===== src/rtl/serdes_link_ctrl.sv =====
// serdes_link_ctrl
//   Brings up a SERDES link and supervises it once it is up. The block
//   resets the transceiver, waits for its reset-done flags, then enables
//   comma alignment until it sees a run of clean cycles. While the link is
//   locked it counts error cycles and restarts the link when needed. A
//   bounded number of consecutive failed attempts parks the block in FAULT.
//
// Ports
//   ref_clk            : sole clock, rising edge
//   trx_rstn_i         : async active-low reset (release synchronized outside)
//   enable_i           : link enable (ref_clk domain)
//   tx/rx_reset_done_i : SERDES reset-done flags (async, synchronized here)
//   rx_byte_aligned_i  : comma alignment status (async, synchronized here)
//   rx/tx_buf_err_i    : SERDES buffer errors (async, synchronized here)
//   rx_not_in_table_i  : per-byte 8b/10b code error (ref_clk domain)
//   rx_disp_err_i      : per-byte disparity error (ref_clk domain)
//   clr_cnt_i          : clears err_cnt_o; wins over a same-cycle increment
//   trx_rst_o          : SERDES TX/RX/PLL reset
//   comma_align_en_o   : comma detect / align enables
//   link_up_o          : link locked
//   fault_o            : retry budget exhausted
//   state_o            : current state code
//   retry_cnt_o        : consecutive failed attempts (saturates at 255)
//   err_cnt_o          : cumulative locked error cycles (saturates at 16'hFFFF)
//
// State table
//   state     | code | meaning
//   IDLE      |  0   | disabled, transceiver held in reset
//   RESET     |  1   | transceiver reset pulse, RST_CYCLES long
//   WAIT_DONE |  2   | waiting for TX and RX reset-done
//   ALIGN     |  3   | comma alignment, counting consecutive clean cycles
//   LOCKED    |  4   | link up, counting error cycles
//   FAULT     |  5   | too many failed attempts, waits for enable_i=0

module serdes_link_ctrl #(
    parameter int unsigned RST_CYCLES    = 16,
    parameter int unsigned DONE_TIMEOUT  = 65535,
    parameter int unsigned ALIGN_TIMEOUT = 65535,
    parameter int unsigned GOOD_CNT      = 256,
    parameter int unsigned ERR_THRESH    = 16,
    parameter int unsigned MAX_RETRIES   = 8
) (
    input  logic        ref_clk,
    input  logic        trx_rstn_i,
    input  logic        enable_i,
    input  logic        tx_reset_done_i,
    input  logic        rx_reset_done_i,
    input  logic        rx_byte_aligned_i,
    input  logic        rx_buf_err_i,
    input  logic        tx_buf_err_i,
    input  logic [7:0]  rx_not_in_table_i,
    input  logic [7:0]  rx_disp_err_i,
    input  logic        clr_cnt_i,
    output logic        trx_rst_o,
    output logic        comma_align_en_o,
    output logic        link_up_o,
    output logic        fault_o,
    output logic [2:0]  state_o,
    output logic [7:0]  retry_cnt_o,
    output logic [15:0] err_cnt_o
);

    typedef enum logic [2:0] {
        ST_IDLE      = 3'd0,
        ST_RESET     = 3'd1,
        ST_WAIT_DONE = 3'd2,
        ST_ALIGN     = 3'd3,
        ST_LOCKED    = 3'd4,
        ST_FAULT     = 3'd5
    } state_e;

    // ---------------------------------------------------------------
    // Two-flop synchronizers: {tx_done, rx_done, aligned, rx_buf, tx_buf}
    // ---------------------------------------------------------------
    logic [4:0] async_in;
    logic [4:0] sync1_q;
    logic [4:0] sync2_q;

    assign async_in = {tx_reset_done_i, rx_reset_done_i, rx_byte_aligned_i,
                       rx_buf_err_i, tx_buf_err_i};

    always_ff @(posedge ref_clk or negedge trx_rstn_i) begin
        if (!trx_rstn_i) begin
            sync1_q <= '0;
            sync2_q <= '0;
        end else begin
            sync1_q <= async_in;
            sync2_q <= sync1_q;
        end
    end

    logic tx_done_s, rx_done_s, aligned_s, rx_buf_err_s, tx_buf_err_s;
    assign {tx_done_s, rx_done_s, aligned_s, rx_buf_err_s, tx_buf_err_s} = sync2_q;

    // ---------------------------------------------------------------
    // FSM and counters
    // ---------------------------------------------------------------
    state_e      state_q, state_d;
    logic [31:0] tmr_q, tmr_d;     // down-counter, terminal count = 0
    logic [31:0] good_q, good_d;   // consecutive clean ALIGN cycles
    logic [31:0] win_q, win_d;     // error cycles since LOCKED entry
    logic [7:0]  retry_q, retry_d;
    logic [15:0] err_q, err_d;
    logic        trx_rst_q, trx_rst_d;
    logic        align_en_q, align_en_d;
    logic        link_up_q, link_up_d;
    logic        fault_q, fault_d;

    logic err_cycle;
    logic clean;
    logic do_retry;

    assign err_cycle = (|rx_not_in_table_i) | (|rx_disp_err_i);
    assign clean     = aligned_s & ~err_cycle & ~rx_buf_err_s & ~tx_buf_err_s;

    always_comb begin
        state_d  = state_q;
        tmr_d    = tmr_q;
        good_d   = good_q;
        win_d    = win_q;
        retry_d  = retry_q;
        err_d    = err_q;
        do_retry = 1'b0;

        unique case (state_q)
            ST_IDLE: begin
                if (enable_i) begin
                    state_d = ST_RESET;
                    retry_d = '0;
                    tmr_d   = RST_CYCLES - 1;
                end
            end
            ST_RESET: begin
                if (tmr_q == '0) begin
                    state_d = ST_WAIT_DONE;
                    tmr_d   = DONE_TIMEOUT - 1;
                end else begin
                    tmr_d = tmr_q - 1;
                end
            end
            ST_WAIT_DONE: begin
                if (tx_done_s && rx_done_s) begin
                    state_d = ST_ALIGN;
                    tmr_d   = ALIGN_TIMEOUT - 1;
                    good_d  = '0;
                end else if (tmr_q == '0) begin
                    do_retry = 1'b1;
                end else begin
                    tmr_d = tmr_q - 1;
                end
            end
            ST_ALIGN: begin
                // Reaching the clean-run target wins over a same-cycle timeout.
                if (clean && (good_q + 32'd1 == GOOD_CNT)) begin
                    state_d = ST_LOCKED;
                    retry_d = '0;
                    win_d   = '0;
                end else begin
                    good_d = clean ? good_q + 32'd1 : '0;
                    if (tmr_q == '0) begin
                        do_retry = 1'b1;
                    end else begin
                        tmr_d = tmr_q - 1;
                    end
                end
            end
            ST_LOCKED: begin
                if (err_cycle) begin
                    win_d = win_q + 32'd1;
                    if (err_q != 16'hFFFF) begin
                        err_d = err_q + 16'd1;
                    end
                end
                if (!aligned_s || rx_buf_err_s || tx_buf_err_s || (win_q == ERR_THRESH)) begin
                    do_retry = 1'b1;
                end
            end
            ST_FAULT: begin
            end
            default: begin
                state_d = ST_IDLE;
            end
        endcase

        if (do_retry) begin
            retry_d = (retry_q == 8'hFF) ? retry_q : retry_q + 8'd1;
            if (32'(retry_q) + 32'd1 == MAX_RETRIES) begin
                state_d = ST_FAULT;
            end else begin
                state_d = ST_RESET;
                tmr_d   = RST_CYCLES - 1;
            end
        end

        if (clr_cnt_i) begin
            err_d = '0;
        end

        if (!enable_i) begin
            state_d = ST_IDLE;
        end

        // Outputs are registered from the next state so they line up with state_o.
        trx_rst_d  = (state_d == ST_IDLE) || (state_d == ST_RESET) || (state_d == ST_FAULT);
        align_en_d = (state_d == ST_ALIGN);
        link_up_d  = (state_d == ST_LOCKED);
        fault_d    = (state_d == ST_FAULT);
    end

    always_ff @(posedge ref_clk or negedge trx_rstn_i) begin
        if (!trx_rstn_i) begin
            state_q    <= ST_IDLE;
            tmr_q      <= '0;
            good_q     <= '0;
            win_q      <= '0;
            retry_q    <= '0;
            err_q      <= '0;
            trx_rst_q  <= 1'b1;
            align_en_q <= 1'b0;
            link_up_q  <= 1'b0;
            fault_q    <= 1'b0;
        end else begin
            state_q    <= state_d;
            tmr_q      <= tmr_d;
            good_q     <= good_d;
            win_q      <= win_d;
            retry_q    <= retry_d;
            err_q      <= err_d;
            trx_rst_q  <= trx_rst_d;
            align_en_q <= align_en_d;
            link_up_q  <= link_up_d;
            fault_q    <= fault_d;
        end
    end

    assign trx_rst_o        = trx_rst_q;
    assign comma_align_en_o = align_en_q;
    assign link_up_o        = link_up_q;
    assign fault_o          = fault_q;
    assign state_o          = state_q;
    assign retry_cnt_o      = retry_q;
    assign err_cnt_o        = err_q;

endmodule


===== config.mk =====
export PLATFORM = sky130hd
export DESIGN_NAME = serdes_link_ctrl
export DESIGN_NICKNAME = d
export VERILOG_FILES = /design/src/rtl/serdes_link_ctrl.sv
export SDC_FILE = /design/constraint.sdc
export NUM_CORES = 1
export LEC_CHECK = 0
export BUFFER_PORTS_ARGS = -buffer_cell sky130_fd_sc_hd__buf_2
export CORE_UTILIZATION = 45
export CTS_CLUSTER_SIZE = 40
export DETAILED_ROUTE_END_ITERATION = 10
export HOLD_SLACK_MARGIN = 0.1
export PLACE_DENSITY_LB_ADDON = 0.15
export RECOVER_POWER = 50
export SYNTH_ARGS = -nofsm -noshare
export SYNTH_HDL_FRONTEND = slang
export SYNTH_SLANG_ARGS = --single-unit

===== constraint.sdc =====
create_clock -name ref_clk -period 5.75 [get_ports ref_clk]
set_input_delay 1.15 -clock ref_clk [delete_from_list [all_inputs] [get_ports ref_clk]]
set_output_delay 1.15 -clock ref_clk [all_outputs]
set_load 0.005 [all_outputs]

==> results by group, run 1 <==
Min path
  • Class of the worst hold path: reg -> reg

Power and ir drop
  • P_leak: 0.00384 uW
  • Total Power: 2220 uW
  • Combinational power share: 6.3%
  • Sequential power share: 45.6%
  • Switching share of power: 26.0%
  • Clock Power Share: 48.1%
  • Switch Pwr: 576 uW
  • Internal Power: 1640 uW
  • Power Dens Cells: 236 mW/mm^2
  • VDD IR max: 0.195 mV

Critical path
  • Crit. End Element: async pin
  • Critical path class: in -> async
  • Crit path cell chain: clkbuf_2 > clkbuf_1
  • Worst EP required: 5.90 ns
  • Worst setup SP type: input port
  • Crit path buf inv count: 2
  • Max incr delay on CP: 1.79 ns
  • Critical path arrival: 4.56 ns
  • Slowest cell on crit path: clkbuf_2
  • Crit-path leading delay family: buffers and inverters
  • Crit-path max FO: 103

Drt
  • Wl on met1: 10.7 mm
  • Antenna Nets Post-Route: 0
  • Total number of vias: 7759
  • WL met2: 10.1 mm
  • Residual DRC: 1
  • WL per Instance: 17.3 um
  • Metal3 WL: 1.06 mm
  • Max Used Layer: met4
  • Vias per inst: 6.07
  • DR pass1 iterations: 8
  • WL final: 22.1 mm
  • First DRT Iteration DRCs: 570

Logic synthesis
  • Distinct cells, synth: 71
  • Cell taking the most area after synthesis: dfrtp_1
  • Syn Area/Cell: 8.33 um^2
  • Number of synthesis warnings: 0
  • Most common cell in the netlist: dfrtp_1
  • Synth Cell Area: 0.00843 mm^2
  • Async set-reset flop share out of synthesis: 100%
  • Yosys reg bits: 137
  • Post-synthesis sequential area ratio: 40.7%
  • Top cell type's share of synthesized area: 40.4%
  • Area contributors post-synth: dfrtp_1, o21ai_0, nor2_1, nand2_1, nand3_1
  • Syn_nets: 1044
  • Synth Instances: 1011
  • Commonest cells in the netlist: dfrtp_1, nor2_1, nand2_1, o21ai_0, nand3_1
  • Leading register cell type out of synthesis: dfrtp_1
  • Number of enable flip-flop cells after synthesis: 0

STA
  • RSZ-0062 raised after global routing: no
  • Fin. max-slew vios: 140
  • Hold WS: 0.348 ns
  • Clk_skew: 0.00711 ns
  • TNS Setup: 0 ns
  • Minimum clock period after layout: 4.41 ns
  • Fin crit share: 76.7%
  • Final Hold Violating Endpoints: 0
  • Slew margin rel.: -72.8%
  • Worst Tran Pin Value: 2.59 ns
  • Fin worst setup slack: 1.34 ns
  • Fmax: 227 MHz
  • Final setup viols: 0

Clock network
  • Longest Clk Path Bufs: 2
  • Post_cts resized: 0
  • CTS root buf: clkbuf_16
  • Clock transition at path regs: 0.06 ns
  • Postcts setup bufs: 0
  • # hold bufs at CTS: 0
  • Clock Latency Late Sink: 0.43 ns
  • TritonCTS clock tree: yes
  • Total CTS buffers: 17
  • Clock sink count: 137
  • H-tree depth: 4

GRT
  • Vias in the first global route: 7151
  • Grt total ovfl: 0
  • Antenna violations before repair: 0
  • Gr usage total: 24.1%
  • Pin count of the biggest net entering global routing: 104
  • First-pass GRT wire length: 37.3 mm

Status
  • Status: finished with violations
  • Violated checks: DRC, capacitance limit, slew limit

Finish
  • # nets final: 1069
  • Fill cells: 1776
  • P&R area growth vs syn: 11.3%
  • Layout cell share with drive strength beyond 1: 11.7%
  • N_diodes: 0

Place
  • Port bufs: 55
  • Final GP Congestion: 0.893
  • Place WS: 1.31 ns
  • Hpwl dp: 15.0 mm

Floorplan
  • # rows: 49
  • Die footprint: 0.0193 mm^2
  • I/O pins: 56
  • Die Width: 139 um
  • Initial core utilization: 46.4%
  • Placeable core area: 0.0181 mm^2
  • Die height: 139 um

Flow run
  • Max_cap viols: 2
## per-layer routing
metal | vias up | GRT usage (%)
li1 | 3764 | -
met1 | 3782 | 34.3
met2 | 192 | 37.2
met3 | 21 | 5.11
met4 | 0 | 6.08
met5 | - | 0
## registers in the layout, summed over array words and instances (netlist names)
register          count
comma_align_en_o      1
err_cnt_o            16
fault_o               1
good_q               32
link_up_o             1
retry_cnt_o           8
state_o               3
sync1_q               5
sync2_q               5
tmr_q                32
trx_rst_o             1
win_q                32
## layout by cell type, fill, tap and decap left out, drive strengths merged, types with 6 or more instances in the layout
cell,count
inv,29
or3,19
buf,62
nor2,118
a31oi,19
clkbuf,22
o31ai,20
nand2,99
a211oi,11
ha,8
a2111oi,8
or4,9
and4,9
xor2,19
dfrtp,136
nor4,31
clkinv,7
nand3,58
nor3,25
a22o,6
nand4,33
a21oi,53
nor2b,8
o21ai,94
and3,17
nand2b,11
xnor2,29
and2,11
o41ai,11
## path summary, 6_finish.rpt
kind / startpoint / end / slack, ns / depth (start not counted)
hold reg to reg: sync1_q[3]$_DFF_PN0_ / sync2_q[3]$_DFF_PN0_ / 0.35 / 0
max in group ref_clk: good_q[5]$_DFFE_PN0P_ / good_q[18]$_DFFE_PN0P_ / 1.36 / 9
hold / removal: sync1_q[3]$_DFF_PN0_ / sync2_q[3]$_DFF_PN0_ / 0.35 / 0
setup / recovery: trx_rstn_i / win_q[29]$_DFFE_PN0P_ / 1.34 / 2
min in group asynchronous: trx_rstn_i / tmr_q[30]$_DFF_PN0_ / 1.52 / 1
setup reg to reg: good_q[5]$_DFFE_PN0P_ / good_q[18]$_DFFE_PN0P_ / 1.36 / 9
## cell families (layout without fill, tap and decap cells)
kind of cell             count (synthesis)  in the layout  share of synthesized area, %
AO/OA/AOI/OAI                          254            254                          19.3
adder cells (fa/ha/maj)                  8              8                          1.19
XOR/XNOR                                48             48                          4.99
multiplexers                             8              8                         0.995
flip-flops                             137            137                          40.7
AND/OR/NAND/NOR                        470            470                          28.7
buffers and inverters                   86            124                          4.14
## stage by stage
stage | instances | instance area, um^2 | utilization (%)
after CTS | 1278 | 9390 | 51.8
after detailed placement | 1246 | 8830 | 48.6
after global routing | 1278 | 9380 | 51.7
after floorplan | 1011 | 8430 | -
final | 1278 | 9380 | 51.7
after global placement | 1246 | 8830 | 48.6
## power by group through the flow
stage          logic [uW]  clock network (uW)  registers [uW]
3_3_place_gp          141                   0            1030
2_1_floorplan        93.5                   0            1020
4_1_cts               142                1090            1010
6_report              140                1070            1010
5_1_grt               162                1120            1010
3_5_place_dp          142                   0            1030
## cell type report
cell class | instances | area, um^2 | share of cell area, %
Sequential cell | 137 | 3430 | 36.6
Timing Repair Buffer | 65 | 345 | 3.68
Inverter | 27 | 101 | 1.08
Multi-Input combinational cell | 788 | 4650 | 49.6
Tap cell | 229 | 287 | 3.05
Clock inverter | 13 | 120 | 1.28
Clock buffer | 19 | 443 | 4.72
Power figures use the tool's default switching activity.
==> inputs of run 2 (changes only) <==
--- a/config.mk
+++ b/config.mk
@@ -5,6 +5,7 @@
 export SDC_FILE = /design/constraint.sdc
 export NUM_CORES = 1
 export LEC_CHECK = 0
+export ABC_AREA = 1
 export BUFFER_PORTS_ARGS = -buffer_cell sky130_fd_sc_hd__buf_2
 export CORE_UTILIZATION = 45
 export CTS_CLUSTER_SIZE = 40
==> constraint.sdc (replaced) <==
create_clock -name ref_clk -period 3.91 [get_ports ref_clk]
set_input_delay 0.782 -clock ref_clk [delete_from_list [all_inputs] [get_ports ref_clk]]
set_output_delay 0.782 -clock ref_clk [all_outputs]
set_load 0.005 [all_outputs]
==> run 2 against run 1 <==
Effect of this change:
- the flow finishes with violations (capacitance limit, slew limit)
- final cell count rose by 25%
- flip-flop and latch count did not move
- register-to-register slack got worse by 0.68 ns
- critical endpoint is now tmr_q[5]$_DFF_PN0_
==> results by group, run 2 <==
Place
  • Final GP Congestion: 0.903 (was 0.893)
  • Hpwl dp: 16.1 mm (was 15.0 mm)
  • Port bufs: 55 (unchanged)
  • Placed cells: 1566 (was 1246)

GRT
  • First-pass GRT wire length: 38.0 mm (was 37.3 mm)
  • Vias in the first global route: 7767 (was 7151)
  • Gr usage total: 23.7% (was 24.1%)
  • Grt total ovfl: 0 (unchanged)
  • Antenna violations before repair: 0 (unchanged)
  • Pin count of the biggest net entering global routing: 87 (was 104)

STA
  • Worst Tran Pin Value: 2.20 ns (was 2.59 ns)
  • Clk_skew: 0.0176 ns (was 0.00711 ns)
  • Fin. max-slew vios: 86 (was 140)
  • Final setup viols: 0 (unchanged)
  • TNS Setup: 0 ns (unchanged)
  • Fmax: 310 MHz
  • Minimum clock period after layout: 3.23 ns
  • Slew margin rel.: -47.0% (was -72.8%)
  • Final Hold Violating Endpoints: 0 (unchanged)
  • RSZ-0062 raised after global routing: no (unchanged)
  • Fin crit share: 82.6%

Floorplan
  • Die height: 142 um (was 139 um)
  • Die Width: 142 um (was 139 um)
  • # rows: 50 (was 49)
  • I/O pins: 56 (unchanged)
  • Initial core utilization: 46.5% (was 46.4%)
  • Die footprint: 0.0201 mm^2 (was 0.0193 mm^2)
  • Placeable core area: 0.0189 mm^2 (was 0.0181 mm^2)

Logic synthesis
  • Synth Instances: 1268 (was 1011)
  • Syn_nets: 1301 (was 1044)
  • Number of synthesis warnings: 0 (unchanged)
  • Syn Area/Cell: 6.92 um^2 (was 8.33 um^2)
  • Leading register cell type out of synthesis: dfrtp_1 (unchanged)
  • Most common cell in the netlist: nand2_1 (was dfrtp_1)
  • Area contributors post-synth: dfrtp_1, nand2_1, nor2_1, inv_1, o21ai_0 (was dfrtp_1, o21ai_0, nor2_1, nand2_1, nand3_1)
  • Cell taking the most area after synthesis: dfrtp_1 (unchanged)
  • Distinct cells, synth: 43 (was 71)
  • Yosys reg bits: 137 (unchanged)
  • Synth Cell Area: 0.00878 mm^2 (was 0.00843 mm^2)
  • Top cell type's share of synthesized area: 38.8% (was 40.4%)
  • Async set-reset flop share out of synthesis: 100% (unchanged)
  • Commonest cells in the netlist: nand2_1, nor2_1, inv_1, dfrtp_1, o21ai_0 (was dfrtp_1, nor2_1, nand2_1, o21ai_0, nand3_1)
  • Post-synthesis sequential area ratio: 39.1% (was 40.7%)
  • Number of enable flip-flop cells after synthesis: 0 (unchanged)

Status
  • Violated checks: capacitance limit, slew limit (was DRC, capacitance limit, slew limit)
  • Status: finished with violations (unchanged)

Drt
  • First DRT Iteration DRCs: 612 (was 570)
  • WL met2: 10.6 mm (was 10.1 mm)
  • WL per Instance: 14.0 um (was 17.3 um)
  • Metal3 WL: 877 um (was 1.06 mm)
  • Max Used Layer: met4 (unchanged)
  • Total number of vias: 8334 (was 7759)
  • Residual DRC: 0 (was 1)
  • Wl on met1: 10.7 mm (about the same)
  • WL final: 22.3 mm (was 22.1 mm)
  • Antenna Nets Post-Route: 0 (unchanged)
  • DR pass1 iterations: 5 (was 8)
  • Vias per inst: 5.22 (was 6.07)

Power and ir drop
  • Power Dens Cells: 393 mW/mm^2 (was 236 mW/mm^2)
  • P_leak: 0.00458 uW (was 0.00384 uW)
  • VDD IR max: 0.264 mV (was 0.195 mV)

Flow run
  • Max_cap viols: 1 (was 2)

Finish
  • Post-layout util: 52.4% (was 51.7%)
  • Final std cells w/o fill: 1598 (was 1278)
  • N_diodes: 0 (unchanged)
  • Largest regs: good_q (32), tmr_q (32), win_q (32) (unchanged)
  • Most common cell after layout, fill and taps aside: nand2_1 (was dfrtp_1)
  • Most frequent cells in the layout: nand2_1, nor2_1, inv_1, dfrtp_1, o21ai_0 (was dfrtp_1, nor2_1, nand2_1, o21ai_0, nand3_1)
  • # nets final: 1358 (was 1069)
  • Layout cell share with drive strength beyond 1: 10.2% (was 11.7%)
  • P&R area growth vs syn: 12.8% (was 11.3%)

Critical path
  • Slowest cell on crit path: nand2_1 (was clkbuf_2)
  • Crit-path leading delay family: simple AND/OR/NAND/NOR gates (was buffers and inverters)
  • Crit path buf inv count: 2 (unchanged)
  • Crit. End Element: flop (was async pin)
  • Critical path arrival: 3.59 ns (was 4.56 ns)
  • Crit-path max FO: 16 (was 103)
  • Critical path class: reg -> reg (was in -> async)
  • Max incr delay on CP: 0.49 ns (was 1.79 ns)
  • Most frequent CP cell: nand2_1
  • Worst EP required: 4.27 ns (was 5.90 ns)
  • Crit path cell chain: ha_1 > nand3_1 > nor2_1 > nand3_1 > inv_1 > nand2_1 > nand2_1 > nand2_1 > nor2_1 > nand2_1 > nor2_4 > nand4_4 > nand2_1 > nor2_1 > o21ai_0 > nand2_1 > inv_1 (was clkbuf_2 > clkbuf_1)
  • Worst setup SP type: flop (was input port)

Clock network
  • TritonCTS clock tree: yes (unchanged)
  • Clock transition at path regs: 0.06 ns (about the same)
  • # hold bufs at CTS: 0 (unchanged)
  • Clock Latency Late Sink: 0.43 ns (about the same)
  • Total CTS buffers: 17 (unchanged)
  • Post_cts resized: 0 (unchanged)
  • CTS root buf: clkbuf_16 (unchanged)
  • H-tree depth: 4 (unchanged)
  • Postcts setup bufs: 0 (unchanged)
  • Longest Clk Path Bufs: 2 (unchanged)
  • Clock sink count: 137 (unchanged)

Min path
  • Class of the worst hold path: reg -> reg (unchanged)
[run 2: area by class of cell]
type | count | area [um^2]
Sequential cell | 137 | 3430
Fill cell | 1900 | 8990
Multi-Input combinational cell | 943 | 4620
Inverter | 162 | 608
Clock inverter | 12 | 104
Tap cell | 260 | 325
Clock buffer | 20 | 457
Timing Repair Buffer | 64 | 353
[run 2: per-layer routing]
layer	vias up	track usage [%]
met5	-	0
met4	0	5.15
met2	189	38.8
li1	4271	-
met3	15	3.85
met1	3859	32.9
[run 2: logic make-up (layout without fill, tap and decap cells)]
| kind of cell | count (synthesis) | in the layout | synth area share, % |
|---|---|---|---|
| and+or+nand+nor | 692 | 692 | 34.6 |
| AOI/OAI and AO/OA | 205 | 205 | 13.1 |
| buffers and inverters | 188 | 258 | 8.28 |
| DFF | 137 | 137 | 39.1 |
| xor gates and xnor gates | 38 | 38 | 3.79 |
| adders and majority gates | 8 | 8 | 1.14 |
[run 2: worst reg2reg max path: stages, from the launching register on]
cell	delay (ns)
dfrtp_1	0.41
ha_1	0.22
nand3_1	0.15
nor2_1	0.18
nand3_1	0.21
inv_1	0.12
nand2_1	0.05
nand2_1	0.05
nand2_1	0.06
nor2_1	0.11
nand2_1	0.10
nor2_4	0.15
nand4_4	0.26
nand2_1	0.50
nor2_1	0.25
o21ai_0	0.22
nand2_1	0.07
inv_1	0.05
[run 2: final timing paths]
check                      slack (ns)                          to                   from  cells after the start
max reg2reg                      0.68          tmr_q[5]$_DFF_PN0_  good_q[0]$_DFFE_PN0P_                     17
max                              0.68          tmr_q[5]$_DFF_PN0_  good_q[0]$_DFFE_PN0P_                     17
min reg2reg                      0.35        sync2_q[0]$_DFF_PN0_   sync1_q[0]$_DFF_PN0_                      0
min                              0.35        sync2_q[0]$_DFF_PN0_   sync1_q[0]$_DFF_PN0_                      0
min in group asynchronous        1.02         tmr_q[25]$_DFF_PN0_             trx_rstn_i                      1
max in group asynchronous        1.62  comma_align_en_o$_DFF_PN0_             trx_rstn_i                      1
[run 2: power by group]
part	leakage [uW]	total (uW)	internal, uW	switching [uW]
combinational	0.00248	702	244	459
clock	0.000267	1560	865	700
sequential	0.00183	1620	1500	119
[run 2: through the flow]
step,worst slack (ns),instance area [um^2],hold WS (ns),total power [uW]
floorplan,1.39,8780,0.331,2140
global placement,0.609,9350,0.333,2340
detailed placement,0.589,9350,0.339,2340
CTS,0.607,9910,0.353,3920
global route,0.238,9900,0.357,4100
finish,0.681,9900,0.351,3890
==> inputs of run 3 (changes only) <==
==> constraint.sdc (replaced) <==
create_clock -name ref_clk -period 2.8 [get_ports ref_clk]
set_input_delay 0.56 -clock ref_clk [delete_from_list [all_inputs] [get_ports ref_clk]]
set_output_delay 0.56 -clock ref_clk [all_outputs]
set_load 0.005 [all_outputs]
==> run 3 against run 2 <==
Effect of this change:
- the run now ends clean
- clock skew shrank 0.0019 ns
- via count up 5.4%
- critical path depth is 3 higher
- setup slack worse by 0.61 ns
- combinational power grew 54%
- sequential share of layout area is 2.1 points lower
- final cell count rose by 2.6%
- utilization increased by 3.4 points
- sequential power rose by 40%
- count of clock-buffer cells in the layout is 3 lower
- critical path type unchanged
==> results by group, run 3 (synthesis gave the netlist of run 2 again) <==
Status
  • Status: complete, no violations (was finished with violations)

Min path
  • Hold Path Sink: sync1_q[1]$_DFF_PN0_ (was sync2_q[0]$_DFF_PN0_)
  • Hold depth: 1 (was 0)
  • Class of the worst hold path: in -> reg (was reg -> reg)
  • Worst Hold Launch: rx_buf_err_i (was sync1_q[0]$_DFF_PN0_)

Power and ir drop
  • Power Dens Cells: 538 mW/mm^2 (was 393 mW/mm^2)
  • Combinational power share: 19.0% (was 18.0%)
  • P_leak: 0.00488 uW (was 0.00458 uW)
  • Switch Pwr: 1910 uW (was 1280 uW)
  • VDD IR max: 0.401 mV (was 0.264 mV)
  • Sequential power share: 40.0% (was 41.7%)
  • Internal Power: 3770 uW (was 2610 uW)
  • Switching share of power: 33.7% (was 32.8%)
  • Clock Power Share: 41.0% (was 40.2%)

Critical path
  • Max incr delay on CP: 0.41 ns (was 0.49 ns)
  • Worst setup SP type: flop (unchanged)
  • Crit-path leading delay family: simple AND/OR/NAND/NOR gates (unchanged)
  • WP depth: 20 (was 17)
  • Worst R2R Start: good_q[1]$_DFFE_PN0P_ (was good_q[0]$_DFFE_PN0P_)
  • Reg2reg end: tmr_q[3]$_DFF_PN0_ (was tmr_q[5]$_DFF_PN0_)
  • Flop-to-flop setup slack: 0.07 ns (was 0.68 ns)
  • Slowest cell on crit path: dfrtp_1 (was nand2_1)
  • Critical path arrival: 3.05 ns (was 3.59 ns)
  • Critical path class: reg -> reg (unchanged)
  • Crit-path max FO: 7 (was 16)
  • Crit path buf inv count: 1 (was 2)
  • Crit. End Element: flop (unchanged)
  • Worst EP required: 3.12 ns (was 4.27 ns)
  • FF-to-FF path depth: 20 (was 17)
  • Crit path cell chain: ha_4 > nand2_4 > nor2_4 > nand2_4 > nor2_4 > nand2_1 > nand2_1 > nand2_1 > nor2_1 > nand2_1 > nor2_4 > nand3_4 > nand2_4 > nand2_4 > nand2_4 > nand2_8 > nand2_8 > inv_1 > nor2_1 > nand2_1 (was ha_1 > nand3_1 > nor2_1 > nand3_1 > inv_1 > nand2_1 > nand2_1 > nand2_1 > nor2_1 > nand2_1 > nor2_4 > nand4_4 > nand2_1 > nor2_1 > o21ai_0 > nand2_1 > inv_1)

Finish
  • Most frequent cells in the layout: nand2_1, nor2_1, inv_1, dfrtp_1, nand3_1 (was nand2_1, nor2_1, inv_1, dfrtp_1, o21ai_0)
  • Most common cell after layout, fill and taps aside: nand2_1 (unchanged)
  • Fill cells: 1872 (was 1900)
  • Register area: 0.00343 mm^2 (unchanged)
  • # nets final: 1400 (was 1358)
  • N_diodes: 0 (unchanged)
  • Multi-input logic area: 0.00484 mm^2 (was 0.00462 mm^2)
  • P&R area growth vs syn: 20.1% (was 12.8%)
  • Largest regs: good_q (32), tmr_q (32), win_q (32) (unchanged)
  • Layout cell share with drive strength beyond 1: 16.1% (was 10.2%)
  • Final std cells w/o fill: 1640 (was 1598)

Drt
  • First DRT Iteration DRCs: 623 (was 612)
  • Vias per inst: 5.35 (was 5.22)
  • DR pass1 iterations: 5 (unchanged)
  • WL final: 24.4 mm (was 22.3 mm)
  • Residual DRC: 0 (unchanged)
  • Total number of vias: 8782 (was 8334)
  • Antenna Nets Post-Route: 0 (unchanged)
  • WL per Instance: 14.9 um (was 14.0 um)

Place
  • Hpwl dp: 17.5 mm (was 16.1 mm)
  • Port bufs: 55 (unchanged)
  • Final GP Congestion: 0.922 (was 0.903)
  • Placed cells: 1589 (was 1566)

STA
  • Fin crit share: 97.4% (was 82.6%)
  • Fmax: 367 MHz (was 310 MHz)
  • Minimum clock period after layout: 2.73 ns (was 3.23 ns)
  • Final Hold Violating Endpoints: 0 (unchanged)
  • RSZ-0062 raised after global routing: yes (was no)
  • Slew margin rel.: 14.1% (was -47.0%)
  • Final setup viols: 0 (unchanged)
  • Worst Tran Pin Value: 1.29 ns (was 2.20 ns)
  • Hold WS: 0.234 ns (was 0.351 ns)
  • Clk_skew: 0.0157 ns (was 0.0176 ns)
  • Fin. max-slew vios: 0 (was 86)

Clock network
  • Clock transition at path regs: 0.07 ns (was 0.06 ns)
  • Clock Latency Late Sink: 0.43 ns (about the same)
  • Clock sink count: 137 (unchanged)
  • Total CTS buffers: 17 (unchanged)
  • CTS root buf: clkbuf_16 (unchanged)
  • Longest Clk Path Bufs: 2 (unchanged)
  • H-tree depth: 4 (unchanged)
  • TritonCTS clock tree: yes (unchanged)

GRT
  • Grt total ovfl: 0 (unchanged)
  • First-pass GRT wire length: 40.3 mm (was 38.0 mm)
  • Pin count of the biggest net entering global routing: 48 (was 87)
  • Vias in the first global route: 8205 (was 7767)
  • Antenna violations before repair: 0 (unchanged)
  • Gr usage total: 25.2% (was 23.7%)

Floorplan
  • I/O pins: 56 (unchanged)
  • # rows: 50 (unchanged)
  • Die height: 142 um (unchanged)
  • Initial core utilization: 46.5% (unchanged)
  • Die footprint: 0.0201 mm^2 (unchanged)
  • Placeable core area: 0.0189 mm^2 (unchanged)
  • Die Width: 142 um (unchanged)

Flow run
  • Max_cap viols: 0 (was 1)
## run 3: cell types whose count changed in the layout (fill, tap and decap cells not counted), sizes merged
cell and delta:
clkinv +3, bufinv +1, dlygate4sd3 +1, inv -1
buf +38
## run 3: worst max-delay path by stage
stage | slack, ns | startpoint | endpoint
2_1_floorplan | 0.37 | good_q[0]$_DFFE_PN0P_ | tmr_q[2]$_DFF_PN0_
3_3_place_gp | 0.005 | good_q[3]$_DFFE_PN0P_ | tmr_q[29]$_DFF_PN0_
3_5_place_dp | -0.05 | good_q[4]$_DFFE_PN0P_ | tmr_q[29]$_DFF_PN0_
4_1_cts | 0.04 | good_q[1]$_DFFE_PN0P_ | tmr_q[31]$_DFF_PN0_
5_1_grt | -0.14 | good_q[15]$_DFFE_PN0P_ | tmr_q[23]$_DFF_PN0_
6_report | 0.07 | good_q[1]$_DFFE_PN0P_ | tmr_q[3]$_DFF_PN0_
## run 3: layout make-up
| type | count | area share (%) |
|---|---|---|
| inverter | 162 | 5.79 |
| tap | 260 | 3.08 |
| timing repair buffer | 106 | 6.94 |
| sequential | 137 | 32.5 |
| clock inverter | 15 | 1.70 |
| multi-input combinational | 943 | 45.9 |
| clock buffer | 17 | 4.03 |
## run 3: per-stage QoR
| stage | setup slack, ns | power (uW) | setup TNS, ns | instance area [um^2] | util (%) |
|---|---|---|---|---|---|
| final | 0.0725 | 5680 | 0 | 10500 | 55.8 |
| after global placement | 0.00497 | 3330 | 0 | 9540 | 50.5 |
| after CTS | 0.0396 | 5680 | 0 | 10200 | 53.8 |
| after detailed placement | -0.0490 | 3340 | -0.0717 | 9540 | 50.5 |
| after global routing | -0.140 | 5970 | -3.67 | 10500 | 55.8 |
| after floorplan | 0.373 | 2990 | 0 | 8780 | - |
## run 3: power groups by stage
stage | logic (uW) | clock network, uW | registers (uW)
4_1_cts | 1050 | 2370 | 2260
5_1_grt | 1210 | 2470 | 2290
2_1_floorplan | 761 | 0 | 2230
6_report | 1080 | 2330 | 2270
3_3_place_gp | 1030 | 0 | 2300
3_5_place_dp | 1040 | 0 | 2300
## run 3: what timing repair did
item                                   4_1_cts  5_1_grt
setup buffers                                0       17
setup endpoints to repair                   18      108
endpoints found under the hold margin       40        0
gates resized for setup                      2       75
hold buffers                                 1        0
cloned                                       0        1
pin swaps                                    0       34
## run 3: per-layer routing
layer / vias up / wire (um) / GRT usage, %
li1: 4355 / - / -
met1: 4145 / 11200 / 33.4
met2: 250 / 11800 / 41.9
met3: 32 / 1040 / 4.52
met4: 0 / 327 / 7.47
met5: - / 0 / 0
